### src/rtl/simple_circuit_pipe.sv
// simple_circuit_pipe: D = (A & B) | ~C, E = ~C through a DEPTH-stage valid/ready pipeline.
// Define SIMPLE_CIRCUIT_SWEEP_EN to add the built-in 8-transaction input sweep generator.
module simple_circuit_pipe #(
  parameter int unsigned W     = 4,
  parameter int unsigned DEPTH = 2
) (
  input  logic          clk,
  input  logic          rst,
  input  logic          in_valid,
  output logic          in_ready,
  input  logic [W-1:0]  A,
  input  logic [W-1:0]  B,
  input  logic [W-1:0]  C,
  output logic          out_valid,
  input  logic          out_ready,
  output logic [W-1:0]  D,
  output logic [W-1:0]  E,
  output logic [15:0]   out_count
`ifdef SIMPLE_CIRCUIT_SWEEP_EN
  ,
  input  logic          sweep_start,
  output logic          sweep_busy
`endif
);

  logic [DEPTH-1:0] r_v;
  logic [W-1:0]     r_d [DEPTH];
  logic [W-1:0]     r_e [DEPTH];
  logic [15:0]      r_count;
  logic [DEPTH-1:0] w_rdy;
  logic             w_src_valid;
  logic [W-1:0]     w_a;
  logic [W-1:0]     w_b;
  logic [W-1:0]     w_c;

  // rdy[i] = !v[i] || rdy[i+1], unrolled as a running OR from the output end
  always_comb begin : rdy_chain
    logic w_acc;
    w_acc = out_ready;
    w_rdy = '0;
    for (int unsigned i = DEPTH; i > 0; i--) begin
      w_acc      = w_acc || !r_v[i-1];
      w_rdy[i-1] = w_acc;
    end
  end

`ifdef SIMPLE_CIRCUIT_SWEEP_EN
  typedef enum logic {
    S_IDLE,
    S_SWEEP
  } sweep_state_t;

  sweep_state_t r_state;
  sweep_state_t w_state_nxt;
  logic [2:0]   r_k;
  logic [2:0]   w_k_nxt;

  always_ff @(posedge clk or posedge rst) begin
    if (rst) begin
      r_state <= S_IDLE;
      r_k     <= '0;
    end else begin
      r_state <= w_state_nxt;
      r_k     <= w_k_nxt;
    end
  end

  always_comb begin
    w_state_nxt = r_state;
    w_k_nxt     = r_k;
    w_src_valid = in_valid;
    w_a         = A;
    w_b         = B;
    w_c         = C;
    in_ready    = w_rdy[0];
    case (r_state)
      S_IDLE: begin
        if (sweep_start) begin
          w_state_nxt = S_SWEEP;
          w_k_nxt     = '0;
        end
      end
      S_SWEEP: begin
        w_src_valid = 1'b1;
        w_a         = {W{r_k[2]}};
        w_b         = {W{r_k[1]}};
        w_c         = {W{r_k[0]}};
        in_ready    = 1'b0;
        if (w_rdy[0]) begin
          w_k_nxt = r_k + 3'd1;
          if (r_k == 3'd7) w_state_nxt = S_IDLE;
        end
      end
      default: w_state_nxt = S_IDLE;
    endcase
  end

  assign sweep_busy = (r_state == S_SWEEP);
`else
  assign w_src_valid = in_valid;
  assign w_a         = A;
  assign w_b         = B;
  assign w_c         = C;
  assign in_ready    = w_rdy[0];
`endif

  always_ff @(posedge clk or posedge rst) begin
    if (rst) begin
      r_v <= '0;
      for (int unsigned i = 0; i < DEPTH; i++) begin
        r_d[i] <= '0;
        r_e[i] <= '0;
      end
    end else begin
      if (w_rdy[0]) begin
        r_v[0] <= w_src_valid;
        r_d[0] <= (w_a & w_b) | ~w_c;
        r_e[0] <= ~w_c;
      end
      for (int unsigned i = 1; i < DEPTH; i++) begin
        if (w_rdy[i]) begin
          r_v[i] <= r_v[i-1];
          r_d[i] <= r_d[i-1];
          r_e[i] <= r_e[i-1];
        end
      end
    end
  end

  always_ff @(posedge clk or posedge rst) begin
    if (rst) begin
      r_count <= '0;
    end else if (r_v[DEPTH-1] && out_ready && (r_count != '1)) begin
      r_count <= r_count + 16'd1;
    end
  end

  assign out_valid = r_v[DEPTH-1];
  assign D         = r_d[DEPTH-1];
  assign E         = r_e[DEPTH-1];
  assign out_count = r_count;

endmodule

### config.mk
export PLATFORM = sky130hd
export DESIGN_NAME = simple_circuit_pipe
export DESIGN_NICKNAME = d
export VERILOG_FILES = /design/src/rtl/simple_circuit_pipe.sv
export SDC_FILE = /design/constraint.sdc
export NUM_CORES = 1
export LEC_CHECK = 0
export ABC_AREA = 1
export BUFFER_PORTS_ARGS = -buffer_cell sky130_fd_sc_hd__buf_2
export CORE_MARGIN = 3
export CORE_UTILIZATION = 53
export DETAILED_ROUTE_END_ITERATION = 8
export HOLD_SLACK_MARGIN = 0.1
export PLACE_DENSITY = 0.87
export SYNTH_ARGS = -nofsm -noshare
export SYNTH_HDL_FRONTEND = slang
export SYNTH_SLANG_ARGS = --single-unit
### constraint.sdc
create_clock -name clk -period 1.9 [get_ports clk]
set_clock_uncertainty 0.1 [all_clocks]
set_input_delay 0.095 -clock clk [delete_from_list [all_inputs] [get_ports clk]]
set_output_delay 0.095 -clock clk [all_outputs]
set_load 0.03 [all_outputs]
After elaboration in Yosys (flattened, before gate mapping)
Index checks and enable logic that the tools add are counted.
{"block": "word_totals", "ff_bits": 34, "out_inout_bits": 26, "inputBits": 16, "wordCells": 18, "mem_bits_rw": 0, "n_memories": 0, "mem_bits_ro": 0, "latchBits": 0}
{"block": "op_classes", "n_mux": 0, "eq_ne": 1, "shift": 0, "n_lt_le_gt_ge": 0, "addsub": 1, "n_bitwise": 3, "multipliers": 0, "n_reduce_logical": 6, "div_mod_pow": 0}
{"operator": "$add 16x1->16 const B", "n": 1}
{"operator": "$ne 16x16->1 const B", "n": 1}
{"operator": "$and 4x4->4", "n": 1}
{"operator": "$not 4->4", "n": 1}
{"operator": "$or 4x4->4", "n": 1}
{"operator": "$logic_and 1x1->1", "n": 2}
{"operator": "$logic_not 1->1", "n": 2}
{"operator": "$logic_or 1x1->1", "n": 2}

Depth between registers and ports, before layout
{"block": "depth", "ltp_word": 3, "depth_mapped": 9}

Worst setup path before layout
No wires, ideal clock.
{"block": "synth_path", "path_type": "flip-flop to flip-flop", "startpoint": "register r_count[1] (netlist: out_count[1])", "endpoint": "register r_count[6] (netlist: out_count[6])", "arrival_ps": 1562, "path_stages_with_launch": 10, "n_path_buf": 1, "setup_slack_ps": 120, "required_time_ps": 1682, "path_cell_list": "dfrtp_1 ha_1 inv_1 nor2_4 nand2_2 nor2_2 nor2_2 buf_6 nand2_1 nand2_1"}
{"block": "synth_via", "elab_chain_len": 2, "elab_cells_between_ends": 3}
{"element": "from (decl)", "line_no": "29", "text": "logic [15:0] r_count;"}
{"element": "from (signal assigned)", "line_no": "134", "text": "r_count <= r_count + 16'd1;"}
{"element": "branches (longest 2 deep; another with $add 16x1->16)"}
Several ways; the timed one is not identified.
A chain may end at the register's enable or synchronous reset.

Final worst setup path
{"block": "layout_path", "startpoint": "register r_v[1]", "endpoint": "register r_d[7] in the netlist's numbering"}
{"block": "layout_via", "elab_chain_len": 3}
{"element": "from (decl)", "line_no": "26", "text": "logic [DEPTH-1:0] r_v;"}
{"element": "from (signal, indexed assignment)", "line_no": "122", "text": "r_v[i] <= r_v[i-1];"}
{"element": "$logic_not 1->1", "line_no": "42", "text": "w_acc = w_acc || !r_v[i-1];"}
{"element": "$logic_or 1x1->1 (2 in a row)", "line_no": "42"}
{"element": "to (signal, indexed assignment)", "line_no": "123", "text": "r_d[i] <= r_d[i-1];"}
{"element": "to (decl)", "line_no": "27", "text": "logic [W-1:0] r_d [DEPTH];"}
No other way between the ends.

==> summary.md <==
| Metric | Value |
|---|---|
| Slew margin rel. | `0.724` |
| Pint | `1.32 mW` |
| Most instantiated library cell after synthesis | `nand2_1` |
| Vias | `roughly 1,600` |
| Unrepaired setup endpoints after global routing | `no` |
| Number of global-route vias before repair | `approximately 1,700` |
| Register bit total from synthesis | `34` |
| CTS Buf Count | `5` |
| Max-slew violation count | `0` |
| Setup TNS | `0 ns` |
| Switching share of power | `0.350` |
| Syn nets | `238` |
| Clock slew at the register clock pins of the worst setup and hold paths | `0.10 ns` |
| Die X | `63.9 um` |
| CTS tree | `yes` |
| Combinational Power Share | `0.278` |
| Root buf cell | `clkbuf_4` |
| Worst Tran Pin Value | `0.414 ns` |
| Ports | `42` |
| Syn Std Cell Area | `1770 sq um` |
| Reg2Reg Setup Slack | `0.14 ns` |
| Drt wl/cell | `about 13 um` |
| Status | `finished, final reports clean` |
| Global route overflow | `0` |
| PortBufs | `41` |
| Highest Clock Rate | `0.567 GHz` |
| CP startpoint kind | `register` |
| Worst path slowest cell | `dlygate4sd3_1` |
| CP required | `about 2.0 ns` |
| Final nets | `a little under 300` |
| Fin crit share | `0.928` |
| Worst stage delay on the critical path | `0.57 ns` |
| Max_cap viols | `0` |
| Clock latency on the worst-skew pair | `0.33 ns` |
| Final Hold Viols | `0` |
| Ant. Diodes | `0` |
| Lkg Pwr | `1.10 nW` |
| Yosys cell types | `26` |
| Detailed placement HPWL | `2.70 mm` |
| Final min period | `1.76 ns` |
| CTS sink cnt | `34` |
| Pwr/cell area | `922 nW/um^2` |
| Final Setup Violations | `0` |
| Gp weighted congestion | `0.874` |
| Yosys top cell area share | `0.480` |
| Mapped Cells | `221` |
| Critical path arrival | `1.89 ns` |
| Largest net degree at the start of global routing | `35` |
| Initial core utilization | `0.567` |
| Most common cell on crit path | `a21oi_1` |
| Syn avg cell area | `8.03 sq um` |
| Ordered list of cells on the worst path | `inv_1, nor2_2, nand2_2, nand2_1, a21oi_1, dlygate4sd3_1, a21oi_1` |
| Vias per inst | `5.13` |
| Synth warnings | `0` |
| Crit path buf inv count | `2` |
| Core area | `3130 sq um` |
| Clock power share | `0.268` |
| Drt pass-1 iters | `4` |
| DRT Wirelength | `4.20 mm` |
| Most frequent cells after synthesis | `nand2_1 (83), dfrtp_1 (34), inv_1 (21)` |
| CTS Buffer Depth | `2` |
| Fraction of registers with async set/reset | `1.00` |
| Top cells by area, synth | `dfrtp_1 (48%), nand2_1 (18%), inv_1 (4.4%)` |
| Layout cells sized above 1 | `0.251` |
| P&R area growth vs syn | `24.0%` |
| Post-synth EDFFs | `0` |
| First-pass GRT wire length | `7.17 mm` |
| Worst Path Max Fanout | `11` |
| Rows | `20` |
| Seq/Total Area, Yosys | `0.480` |
| Total GRT Usage | `0.226` |
| H-tree depth | `2` |
| Primary FF master, synth | `dfrtp_1` |
| Antenna Nets Post-Route | `0` |
| Chip height | `63.9 um` |
| Die area | `4080 sq um` |
| Residual DRC | `0` |
| Crit end category | `register` |
| Final core utilization | `0.703` |
| Initial drt markers | `135` |
| Largest delay share family, worst path | `buffers and inverters` |
| Overall Power | `2.03 mW` |
| HP Class | `input port to register` |
| Area leader, netlist | `dfrtp_1` |
| Sequential power share | `0.455` |
| Initial antenna violation count | `0` |
| P_sw | `just over 0.7 mW` |
| Worst VDD drop | `around 0.00075 V` |
| Critical path class | `register to register` |
[timing repair]
action,4_1_cts,5_1_grt
gates resized for setup,0,2
hold buffers,14,0
hold endpoints to repair,43,0
setup endpoints to repair,0,3
buffers inserted,0,0
[placed cells by master (no fill, tap or decap), types with 4 or more instances in the layout]
master,instances
xnor2_1,6
a21oi_1,6
buf_2,41
inv_1,21
clkbuf_4,5
nor2_2,5
buf_4,4
nand4_1,4
nor2_1,15
o21ai_0,9
dlygate4sd3_1,14
nand3_1,6
nand2_1,82
dfrtp_1,34
[final timing paths]
kind                                          from  depth (start not counted)                  to
worst max-delay path            r_v[1]$_DFFE_PP0P_                          7  r_d[7]$_DFFE_PP0P_
worst min-delay path                     out_ready                          4  r_e[4]$_DFFE_PP0P_
worst max register to register  r_v[1]$_DFFE_PP0P_                          7  r_d[7]$_DFFE_PP0P_
worst min register to register    E[2]$_DFFE_PP0P_                          2    E[2]$_DFFE_PP0P_
max in group asynchronous                      rst                          4    E[1]$_DFFE_PP0P_
min in group asynchronous                      rst                          4    D[0]$_DFFE_PP0P_
[power groups by stage]
stage / clock network, mW / logic [mW] / registers, mW
after global placement: 0 / 0.519 / 0.929
after floorplan: 0 / 0.315 / 1.02
after detailed placement: 0 / 0.530 / 0.935
after CTS: 0.548 / 0.557 / 0.919
final: 0.543 / 0.563 / 0.922
after global routing: 0.585 / 0.620 / 0.938
[worst register-to-register path, stage by stage, from the launching register on]
cell	delay, ns
dfrtp_1	0.41
inv_1	0.07
nor2_2	0.05
nand2_2	0.16
nand2_1	0.11
a21oi_1	0.15
dlygate4sd3_1	0.58
a21oi_1	0.04
[cell type report]
type / instances / area, sq um
fill: 236 / 928
sequential: 34 / 851
multi-input combinational: 154 / 758
timing repair buffer: 59 / 375
inverter: 21 / 78.8
tap: 44 / 55.1
clock buffer: 6 / 51.3
clock inverter: 1 / 30.0
[sequential cells by signal, summed over array words and instances (netlist names)]
register   flops
E              4
D              4
r_v            2
r_e            4
out_count     16
r_d            4
[cells by family (layout without fill, tap and decap cells)]
group | Yosys count | count (layout) | synth area share
adders and majority gates | 1 | 1 | 0.00705
AOI/OAI and AO/OA | 22 | 22 | 0.0698
buffers and inverters | 33 | 87 | 0.0959
and+or+nand+nor | 124 | 124 | 0.313
xor gates and xnor gates | 7 | 7 | 0.0346
DFF | 34 | 34 | 0.480
[through the flow]
step / cells / hold WS [ns] / instance area (sq um) / worst slack, ns
2_1_floorplan: 221 / 0.107 / 1770 / 0.120
3_3_place_gp: 298 / 0.106 / 1970 / 0.273
3_5_place_dp: 298 / 0.105 / 1970 / 0.189
4_1_cts: 319 / 0.117 / 2190 / 0.0474
5_1_grt: 319 / 0.133 / 2200 / 0.0365
6_report: 319 / 0.124 / 2200 / 0.136
[metal layers]
metal / global-route usage / share of wire / wire length, um / vias up
met5: 0 / 0 / 0 / -
met4: 0.121 / 0.037 / 155 / 0
met3: 0.0562 / 0.079 / 331 / 20
met2: 0.370 / 0.48 / 2000 / 80
met1: 0.270 / 0.41 / 1710 / 750
li1: - / - / - / 786
Note: power is estimated with default switching activity, not from simulation.
